<file path="config.mk">
export PLATFORM = sky130hd
export DESIGN_NAME = scmp_microcode_seq
export DESIGN_NICKNAME = d
export VERILOG_FILES = /design/src/rtl/scmp_microcode_pak.sv /design/src/rtl/scmp_microcode_seq.sv
export SDC_FILE = /design/constraint.sdc
export NUM_CORES = 1
export LEC_CHECK = 0
export CAP_MARGIN = 20
export CORE_MARGIN = 1.5
export CORE_UTILIZATION = 40
export DETAILED_ROUTE_END_ITERATION = 8
export GPL_TIMING_DRIVEN = 0
export PLACE_DENSITY = 0.76
export SLEW_MARGIN = 10
export SYNTH_ARGS = -nofsm -noshare
export SYNTH_HDL_FRONTEND = slang
export SYNTH_SLANG_ARGS = --single-unit
</file>
<file path="constraint.sdc">
create_clock -name clk -period 1.2 [get_ports clk]
set_clock_uncertainty 0.05 [all_clocks]
set_input_delay 0.24 -clock clk [delete_from_list [all_inputs] [get_ports clk]]
set_output_delay 0.24 -clock clk [all_outputs]
set_load 0.03 [all_outputs]
</file>
<file path="src/rtl/scmp_microcode_pak.sv">
// Shared microcode types: uPC label type, entry labels and the sequencing-field encoding.
package scmp_microcode_pak;

  localparam int unsigned NEXTPC_W = 6;

  typedef logic [NEXTPC_W-1:0] NEXTPC_t;

  typedef enum logic [2:0] {
    SEQ      = 3'd0,
    DISPATCH = 3'd1,
    JMP      = 3'd2,
    CJMP     = 3'd3,
    CALL     = 3'd4,
    RET      = 3'd5
  } SEQ_t;

  localparam NEXTPC_t UCLBL_FETCH = 6'd0;
  localparam NEXTPC_t UCLBL_LD    = 6'd16;
  localparam NEXTPC_t UCLBL_ST    = 6'd24;
  localparam NEXTPC_t UCLBL_INT   = 6'd48;

endpackage

</file>
<file path="src/rtl/scmp_microcode_seq.sv">
// Microcode sequencer: owns the uPC, selects the next address from the sequencing field,
// stalls on bus cycles, redirects dispatch to the interrupt entry, one-level call/return.
module scmp_microcode_seq
  import scmp_microcode_pak::*;
#(
  parameter int unsigned UPC_W = 6
) (
  input  logic    clk,
  input  logic    rst,
  input  NEXTPC_t op_pc,
  input  SEQ_t    uc_seq,
  input  NEXTPC_t uc_target,
  input  logic    uc_cond,
  input  logic    uc_bus_req,
  input  logic    bus_ack,
  input  logic    ie,
  input  logic    sa_int,
  output NEXTPC_t upc,
  output logic    stall,
  output logic    dispatch,
  output logic    int_ack,
  output logic    uc_err
);

  if (UPC_W != $bits(NEXTPC_t)) begin : g_upc_w_check
    $fatal(1, "UPC_W must equal the width of NEXTPC_t");
  end

  NEXTPC_t r_upc, r_ret;
  logic    r_ret_valid, r_int_pend, r_dispatch, r_int_ack, r_uc_err;

  NEXTPC_t w_upc_d, w_ret_d, w_upc_inc;
  logic    w_ret_valid_d, w_int_pend_d, w_dispatch_d, w_int_ack_d, w_uc_err_d;
  logic    w_stall;

  assign w_stall   = uc_bus_req & ~bus_ack;
  assign w_upc_inc = NEXTPC_t'(r_upc + NEXTPC_t'(1));

  always_comb begin
    w_upc_d       = r_upc;
    w_ret_d       = r_ret;
    w_ret_valid_d = r_ret_valid;
    w_dispatch_d  = 1'b0;
    w_int_ack_d   = 1'b0;
    w_uc_err_d    = 1'b0;
    if (!w_stall) begin
      case (uc_seq)
        SEQ:      w_upc_d = w_upc_inc;
        DISPATCH: begin
          w_dispatch_d = 1'b1;
          if (r_int_pend) begin
            w_upc_d     = UCLBL_INT;
            w_int_ack_d = 1'b1;
          end else begin
            w_upc_d = op_pc;
          end
        end
        JMP:      w_upc_d = uc_target;
        CJMP:     w_upc_d = uc_cond ? uc_target : w_upc_inc;
        CALL: begin
          // A live return address is overwritten; flag the lost frame.
          w_ret_d       = w_upc_inc;
          w_ret_valid_d = 1'b1;
          w_upc_d       = uc_target;
          w_uc_err_d    = r_ret_valid;
        end
        RET: begin
          if (r_ret_valid) begin
            w_upc_d       = r_ret;
            w_ret_valid_d = 1'b0;
          end else begin
            w_upc_d    = UCLBL_FETCH;
            w_uc_err_d = 1'b1;
          end
        end
        default: begin
          w_upc_d    = UCLBL_FETCH;
          w_uc_err_d = 1'b1;
        end
      endcase
    end
  end

  // Pending interrupt may latch while stalled; only a taken redirect clears it.
  assign w_int_pend_d = (r_int_pend | (sa_int & ie)) & ~w_int_ack_d;

  always_ff @(posedge clk or posedge rst) begin
    if (rst) begin
      r_upc       <= UCLBL_FETCH;
      r_ret       <= UCLBL_FETCH;
      r_ret_valid <= 1'b0;
      r_int_pend  <= 1'b0;
      r_dispatch  <= 1'b0;
      r_int_ack   <= 1'b0;
      r_uc_err    <= 1'b0;
    end else begin
      r_upc       <= w_upc_d;
      r_ret       <= w_ret_d;
      r_ret_valid <= w_ret_valid_d;
      r_int_pend  <= w_int_pend_d;
      r_dispatch  <= w_dispatch_d;
      r_int_ack   <= w_int_ack_d;
      r_uc_err    <= w_uc_err_d;
    end
  end

  assign upc      = r_upc;
  assign stall    = w_stall;
  assign dispatch = r_dispatch;
  assign int_ack  = r_int_ack;
  assign uc_err   = r_uc_err;

endmodule
</file>
==> results of run 1 <==
## critical path, delay by kind of cell, from the launching register on
family	cells	cell delay, ps
AOI/OAI and AO/OA	2	510
DFF	1	450
adders and majority gates	1	190
xor gates and xnor gates	1	150
## where the power goes
part / switching [mW] / internal [mW]
clock: 0.189 / 0.129
combinational: 0.320 / 0.365
sequential: 0.0702 / 0.667
## flip-flops by register name (all words and copies together), names as in the netlist
| signal | count |
|---|---|
| dispatch | 1 |
| int_ack | 1 |
| r_int_pend | 1 |
| r_ret_valid | 1 |
| uc_err | 1 |
| r_ret | 6 |
| upc | 6 |
## placed cells by master (no fill, tap or decap), drive strengths merged, types with 3 or more instances in the layout
cell type and count:
a21oi 7, buf 38, clkbuf 5, clkdlybuf4s50 15, dfrtp 17, inv 7, nand2 10, nand2b 3
nand3 7, nor2 7, nor3 4, o21ai 5, o22ai 4
## metal layers
metal | global-route usage [%] | wire length (um)
met4 | 8.12 | 21
met2 | 40.8 | 1550
met5 | 0 | 0
met3 | 3.71 | 146
met1 | 29.4 | 1270
## final cells by class
type / instances / area [um^2]
fill: 172 / 633
multi-input combinational: 75 / 603
timing repair buffer: 51 / 460
sequential: 17 / 432
buffer: 5 / 52.6
tap: 28 / 35.0
inverter: 7 / 33.8
clock buffer: 4 / 26.3
## how the worst max path moves through the flow
stage / cells past startpoint / to / startpoint / slack [ps]
2_1_floorplan: 5 / r_ret[1] / uc_seq[1] / -200
3_3_place_gp: 7 / upc[2] / uc_seq[2] / -830
3_5_place_dp: 6 / upc[2] / uc_seq[0] / -850
4_1_cts: 4 / upc[2] / upc[0] / -240
5_1_grt: 4 / upc[2] / upc[0] / -320
6_report: 4 / upc[2] / upc[0] / -280
## repair_timing
action                                 in CTS  in global routing
resized for setup                          93                  4
setup endpoints to repair                  26                 14
hold buffers                                0                  0
pin swaps                                  12                  4
setup buffers                              18                  3
endpoints found under the hold margin       0                  0
cloned                                      0                  0
## per-stage QoR
step	power [mW]	worst slack [ps]	hold WS, ps	instance area [um^2]	utilization [%]
final	1.74	-281	208	1640	72.2
after detailed placement	1.24	-851	421	1380	60.4
after floorplan	1.04	-205	116	1040	-
after CTS	1.67	-241	181	1600	70.3
after global routing	1.82	-324	211	1640	72.2
after global placement	1.23	-829	416	1380	60.4
## cell families after synthesis
kind of cell | count (synthesis)
compound gates | 27
buf+inv | 12
mux | 3
xor+xnor | 4
fa+ha+maj | 1
simple gates | 40
flops | 17
==> results by group, run 1 <==
Outcome
  • Status: finished, violations left
  • Failing checks: setup timing

Yosys
  • Cell variety after synth: 38
  • Count leader, synth: dfrtp_1
  • Synth Area in XOR/XNOR: 3.54%
  • Syn_nets: 127
  • Register bit total from synthesis: 17
  • Main combinational cell family by area after synthesis: simple AND/OR/NAND/NOR gates
  • Cell Area, Synth: 990 um^2
  • Avg Cell Area, Syn: 9.52 um^2
  • Post-Synth Simple-Gate Area: 23.0%
  • Mux cell area share after synthesis: 3.67%
  • Cells after Synth: 104
  • Post-Synth Adder-Cell Area: 1.26%
  • Top post-synthesis cells by area: dfrtp_1, nand2_1, a21oi_1, nand3_1, buf_6
  • Seq/Total Area, Yosys: 43.0%
  • Ys Warns: 0
  • Compound-Gate Fraction of Synth Area: 18.3%
  • Cell taking the most area after synthesis: dfrtp_1
  • Top-area cell type share of the netlist area: 43.0%
  • Fraction of registers with async set/reset: 100%
  • Most used flip-flop cell after synthesis: dfrtp_1
  • Post-synth top cells: dfrtp_1, nand2_1, a21oi_1, nand3_1, nor2_1
  • EDFF count, synth: 0

Die
  • Die width: 52.7 um
  • Starting Density: 43.5%
  • Die footprint: 2780 um^2
  • Row count: 17
  • Die Height: 52.7 um
  • I/O pin total: 32
  • Core Area: 2280 um^2

Critical path
  • Critical Path Start Type: flop
  • Worst-path maximum fanout: 3
  • Reg2reg setup slack: -280 ps
  • CP required: 1320 ps
  • CP peak stage delay: 450 ps
  • Worst Setup End Kind: flop
  • Reg2Reg Depth: 4
  • CP arrival: 1600 ps
  • Reg2reg end: upc[2]
  • Reg2reg start: upc[0]
  • Worst path cell trace: ha_4 > xor2_4 > a222oi_1 > o22ai_1
  • Critical path class: flop to flop
  • Worst path slowest cell: dfrtp_2

Cells and area
  • Final std cells w/o fill: 187
  • Area Overhead vs Synth: 66.0%
  • Ant diodes: 0
  • Nets: 183
  • Fraction of layout cells with a size suffix above 1: 43.4%

Power
  • Standby leakage power: 0.742 nW
  • VDD IR max: 0.698 mV
  • PD cells: 1060 nW/um^2

Worst hold path
  • Hold Path Class: input port to flop
  • Hold path startpoint: uc_seq[1]
  • Cell depth of the worst min-delay path: 3
  • Hold Path End: uc_err

STA
  • Final worst slack: -281 ps
  • RSZ-0062 raised after global routing: yes
  • Period minus WS final: 1480 ps
  • Highest clock rate: 675 MHz
  • Final setup fails: 13
  • Final hold violation count: 0
  • Setup TNS: -1320 ps
  • Tcrit/Tclk final: 123%
  • Final Max Tran Viols: 0
  • Max-Slew Margin vs Limit: 52.5%
  • Slew @ Worst Pin: 712 ps

Drt
  • Avg Vias per Cell: 5.43
  • 1st-pass router iterations: 4
  • Initial DRC Count: 19
  • DRC violations left: 0
  • Final wirelength: 2990 um
  • Routed vias: 1016
  • Avg WL per Cell: 16.0 um
  • Remaining antenna violation count: 0

Placement
  • DP HPWL: 1810 um
  • DP Cell Count: 162
  • RD Place Congestion: 0.821
  • PortBufs: 30

Global route
  • First-pass GRT wire length: 4640 um
  • Grt total ovfl: 0
  • Total GRT Usage: 23.6%
  • Largest net degree at the start of global routing: 18
  • Vias in the first global route: 984
  • Initial antenna violation count: 0

CTS
  • Max H-tree Level: 1
  • Clock Sinks: 17
  • Bufs on Longest Clock Path: 2
  • CTS tree: built
  • Clk Latency, worst-skew pair: 290 ps
  • TritonCTS buffer count: 3
  • Clk root buf: clkbuf_4
  • Reg clk slew, reported paths: 110 ps

Flow run
  • Max_cap viols: 0
Note: power is estimated with default switching activity, not from simulation.
==> run 2: changes to the inputs <==
--- a/config.mk
+++ b/config.mk
@@ -6,6 +6,7 @@
 export NUM_CORES = 1
 export LEC_CHECK = 0
 export CAP_MARGIN = 20
+export CORE_ASPECT_RATIO = 0.75
 export CORE_MARGIN = 1.5
 export CORE_UTILIZATION = 40
 export DETAILED_ROUTE_END_ITERATION = 8
==> run 2 against run 1 <==
The flow still finishes with violations (setup timing). Critical path depth did not move. Worst hold slack got worse by 25 ps. First-iteration DRC count rose by 130%. Largest cell class unchanged.
==> results by group, run 2 (synthesis gave the netlist of run 1 again) <==
Critical path
  • Reg2reg start: upc[1]
  • Worst Setup End Kind: flop
  • Critical Path Start Type: flop
  • Critical path class: flop to flop
  • CP arrival: 1540 ps
  • CP required: 1330 ps
  • CP startpoint: upc[1]
  • Worst-path maximum fanout: 2

Die
  • Die width: 60.4 um
  • Core Area: 2330 um^2
  • I/O pin total: 32
  • Row count: 15
  • Starting Density: 42.5%
  • Die footprint: 2780 um^2
  • Die Height: 46.1 um

Placement
  • DP Cell Count: 168
  • PortBufs: 30
  • RD Place Congestion: 0.823
  • DP HPWL: 1830 um
  • Post-Place Worst Slack: -840 ps

Global route
  • Initial antenna violation count: 0
  • Total GRT Usage: 24.0%
  • Vias in the first global route: 1061
  • Largest net degree at the start of global routing: 18
  • First-pass GRT wire length: 4770 um
  • Grt total ovfl: 0

Cells and area
  • Area Overhead vs Synth: 70.3%
  • Final std cells w/o fill: 197
  • Fill cell count: 170
  • Nets: 187
  • Fraction of layout cells with a size suffix above 1: 49.1%
  • Area occupied by multi-input gates: 631 um^2
  • Final Core Density: 72.4%
  • Most frequent cells in the layout: buf_4, clkdlybuf4s50_1, dfrtp_1
  • Commonest non-fill, non-tap cell in the layout: buf_4
  • Ant diodes: 0
  • Register area: 430 um^2

Flow run
  • Max_cap viols: 0

CTS
  • Max H-tree Level: 1
  • Reg clk slew, reported paths: 110 ps
  • Clock Sinks: 17
  • Clk Latency, worst-skew pair: 310 ps
  • TritonCTS buffer count: 3
  • Cts hold-fix bufs: 0
  • Clk root buf: clkbuf_4
  • CTS tree: built
  • Bufs on Longest Clock Path: 2

Power
  • Standby leakage power: 0.764 nW
  • Pint: 1.15 mW
  • Seq pwr share: 41.7%
  • Clk pwr share: 18.5%
  • Gate power share: 39.7%
  • VDD IR max: 0.682 mV
  • Switch share: 34.4%
  • PD cells: 1040 nW/um^2
  • Total power: 1.75 mW
  • Sw power: 0.603 mW

Drt
  • Avg Vias per Cell: 5.56
  • DRC violations left: 0
  • 1st-pass router iterations: 5
  • Remaining antenna violation count: 0
  • Initial DRC Count: 43
  • Routed vias: 1095
  • Avg WL per Cell: 15.8 um
  • Final wirelength: 3120 um

STA
  • Tcrit/Tclk final: 118%
  • Period minus WS final: 1410 ps
  • Max-Slew Margin vs Limit: 55.8%
  • Final hold violation count: 0
  • Slew @ Worst Pin: 663 ps
  • Final setup fails: 11
  • Final worst slack: -214 ps
  • Setup TNS: -1190 ps
  • RSZ-0062 raised after global routing: yes
  • Final Max Tran Viols: 0
  • Highest clock rate: 707 MHz

Worst hold path
  • Hold Path Class: input port to flop
  • Hold path startpoint: uc_seq[1]

Outcome
  • Failing checks: setup timing
  • Status: finished, violations left
==> run 2: cell count changes in the layout (fill, tap and decap cells not counted), sizes merged <==
| cell | before | now |
|---|---|---|
| buf | 38 | 42 |
| clkdlybuf4s15 | 1 | 0 |
| clkinv | 0 | 1 |
==> run 2: area by class of cell <==
type	count	share of cell area (%)
repair buffers	55	27.7
clock inverters	1	0.297
well taps	34	2.52
flip-flops and latches	17	25.5
multi-input cells	75	37.4
plain buffers	5	3.34
clock buffers	3	1.34
inverters	7	1.86
==> run 2: critical path, stage by stage (launching register included) <==
cell and delay [ps]:
dfrtp_2 450, ha_4 180, xor2_2 140, a222oi_1 360, o22ai_1 120
==> run 2: worst paths after layout <==
| kind | end | slack [ps] | cells after the start |
|---|---|---|---|
| setup / recovery | upc[2] | -210 | 4 |
| hold / removal | uc_err | 180 | 3 |
| setup reg to reg | upc[2] | -210 | 4 |
| hold reg to reg | r_ret[5] | 450 | 2 |
| max in group asynchronous | upc[0] | 360 | 2 |
| min in group asynchronous | int_ack | 260 | 2 |
==> run 2: repair_timing <==
action / in CTS / in global routing
pin swaps: 12 / 12
resized for setup: 97 / 15
setup buffers: 23 / 3
setup endpoints to repair: 26 / 16
==> run 2: layer usage <==
| layer | routed length [um] | track usage [%] |
|---|---|---|
| met5 | 0 | 0 |
| met1 | 1270 | 32.2 |
| met3 | 283 | 7.02 |
| met4 | 33 | 6.96 |
| met2 | 1520 | 38.0 |
==> run 2: stage by stage <==
| step | hold WS (ps) | cell area (um^2) |
|---|---|---|
| 2_1_floorplan | 116 | 1040 |
| 3_3_place_gp | 416 | 1380 |
| 3_5_place_dp | 422 | 1380 |
| 4_1_cts | 175 | 1640 |
| 5_1_grt | 187 | 1690 |
| 6_report | 183 | 1690 |
==> run 2: power by group through the flow <==
stage	registers, mW	logic (mW)	clock network (mW)
floorplan	0.801	0.237	0
global placement	0.751	0.475	0
detailed placement	0.758	0.484	0
CTS	0.725	0.650	0.325
global route	0.741	0.743	0.355
finish	0.731	0.696	0.325
==> run 3: changes to the inputs <==
--- a/config.mk
+++ b/config.mk
@@ -12,6 +12,7 @@
 export DETAILED_ROUTE_END_ITERATION = 8
 export GPL_TIMING_DRIVEN = 0
 export PLACE_DENSITY = 0.76
+export REMOVE_ABC_BUFFERS = 1
 export SLEW_MARGIN = 10
 export SYNTH_ARGS = -nofsm -noshare
 export SYNTH_HDL_FRONTEND = slang
==> run 3 against run 2 <==
Wire length grew 12%. Final cell count shrank 5.1%. Worst setup slack lost 100 ps. The flow still finishes with violations (setup timing). Highest routed layer unchanged. Register-to-register slack lost 100 ps.
==> results by group, run 3 (synthesis gave the netlist of run 1 again) <==
Cells and area
  • Commonest non-fill, non-tap cell in the layout: buf_4
  • Area occupied by multi-input gates: 656 um^2
  • Most frequent cells in the layout: buf_4, dfrtp_1, clkdlybuf4s50_1
  • Final design area excluding fillers: 1630 um^2
  • Final std cells w/o fill: 187
  • Register area: 428 um^2
  • Ant diodes: 0
  • Final Core Density: 70.0%
  • Fraction of layout cells with a size suffix above 1: 47.1%
  • Fill cell count: 167
  • Area Overhead vs Synth: 64.6%
  • Nets: 177

Critical path
  • Worst-path maximum fanout: 2
  • Worst Setup End Kind: flop
  • CP startpoint: upc[0]
  • Critical path class: flop to flop
  • Reg2reg start: upc[0]
  • Critical Path Start Type: flop
  • CP required: 1350 ps
  • CP arrival: 1660 ps

Drt
  • DRC violations left: 0
  • Remaining antenna violation count: 0
  • Final wirelength: 3490 um
  • Initial DRC Count: 60
  • Routed vias: 1098
  • Avg WL per Cell: 18.6 um
  • 1st-pass router iterations: 5
  • Avg Vias per Cell: 5.87

Placement
  • DP Cell Count: 164
  • DP Area: 1300 um^2
  • PortBufs: 31
  • DP HPWL: 1730 um
  • Post-Place Worst Slack: -958 ps
  • RD Place Congestion: 0.801

CTS
  • Clock Sinks: 17
  • Cts hold-fix bufs: 0
  • Clk Latency, worst-skew pair: 320 ps
  • Max H-tree Level: 1
  • CTS tree: built
  • TritonCTS buffer count: 3
  • Clk root buf: clkbuf_4
  • Reg clk slew, reported paths: 120 ps
  • Bufs on Longest Clock Path: 2

STA
  • Min Hold Slack: 259 ps
  • Highest clock rate: 659 MHz
  • Final worst slack: -316 ps
  • Period minus WS final: 1520 ps
  • Tcrit/Tclk final: 126%
  • Slew @ Worst Pin: 689 ps
  • Final setup fails: 13
  • Final Max Tran Viols: 0
  • RSZ-0062 raised after global routing: yes
  • Max-Slew Margin vs Limit: 54.0%
  • Final hold violation count: 0
  • Setup TNS: -1370 ps

Die
  • Die footprint: 2780 um^2
  • Core Area: 2330 um^2
  • Die Height: 46.1 um
  • I/O pin total: 32
  • Starting Density: 42.5%
  • Die width: 60.4 um
  • Row count: 15

Power
  • Pint: 1.12 mW
  • VDD IR max: 0.641 mV
  • Gate power share: 39.2%
  • Standby leakage power: 0.736 nW
  • Clk pwr share: 19.0%
  • Switch share: 36.0%
  • Total power: 1.75 mW
  • PD cells: 1080 nW/um^2
  • Seq pwr share: 41.8%
  • Sw power: 0.631 mW

Global route
  • Initial antenna violation count: 0
  • Largest net degree at the start of global routing: 18
  • First-pass GRT wire length: 4520 um
  • Grt total ovfl: 0
  • Total GRT Usage: 23.5%
  • Vias in the first global route: 982

Outcome
  • Failing checks: setup timing
  • Status: finished, violations left

Flow run
  • Max_cap viols: 0

Worst hold path
  • Hold path startpoint: uc_seq[1]
  • Hold Path Class: input port to flop
[run 3: cell count changes in the layout (fill, tap and decap cells not counted), sizes merged]
| cell | previous run | this run |
|---|---|---|
| buf | 42 | 30 |
| dlygate4sd2 | 1 | 2 |
| dlymetal6s2s | 0 | 1 |
[run 3: power groups by stage]
stage / logic, mW / clock network, mW / registers (mW)
floorplan: 0.201 / 0 / 0.792
global placement: 0.444 / 0 / 0.743
detailed placement: 0.452 / 0 / 0.747
CTS: 0.577 / 0.335 / 0.718
global route: 0.726 / 0.374 / 0.738
finish: 0.687 / 0.334 / 0.733
[run 3: critical path, cell delays in order, from the launching register on]
cell	delay, ps
dfrtp_1	410
ha_2	210
xor2_1	170
a222oi_1	410
o22ai_1	150
[run 3: worst paths after layout]
check | endpoint | slack [ps] | cells past startpoint
setup / recovery | upc[2] | -320 | 4
hold / removal | uc_err | 260 | 3
setup reg to reg | upc[2] | -320 | 4
hold reg to reg | r_ret[0] | 450 | 2
max in group asynchronous | upc[2] | 360 | 2
min in group asynchronous | int_ack | 270 | 2
[run 3: layout make-up]
type | instances | area share, %
Clock buffer | 3 | 1.38
Inverter | 7 | 2.07
Sequential cell | 17 | 26.3
Multi-Input combinational cell | 75 | 40.2
Timing Repair Buffer | 50 | 27.1
Clock inverter | 1 | 0.307
Tap cell | 34 | 2.61
[run 3: per-layer routing]
layer / vias to the layer above / wire length (um) / track usage, %
li1: 480 / - / -
met2: 70 / 1730 / 38.7
met1: 524 / 1360 / 28.4
met5: - / 0 / 0
met3: 24 / 265 / 7.87
met4: 0 / 129 / 10.4
[run 3: timing repair]
item	CTS	global route
resized for setup	93	34
setup endpoints to repair	26	18
buffers inserted	18	2
hold endpoints to repair	0	0
pin swaps	13	12
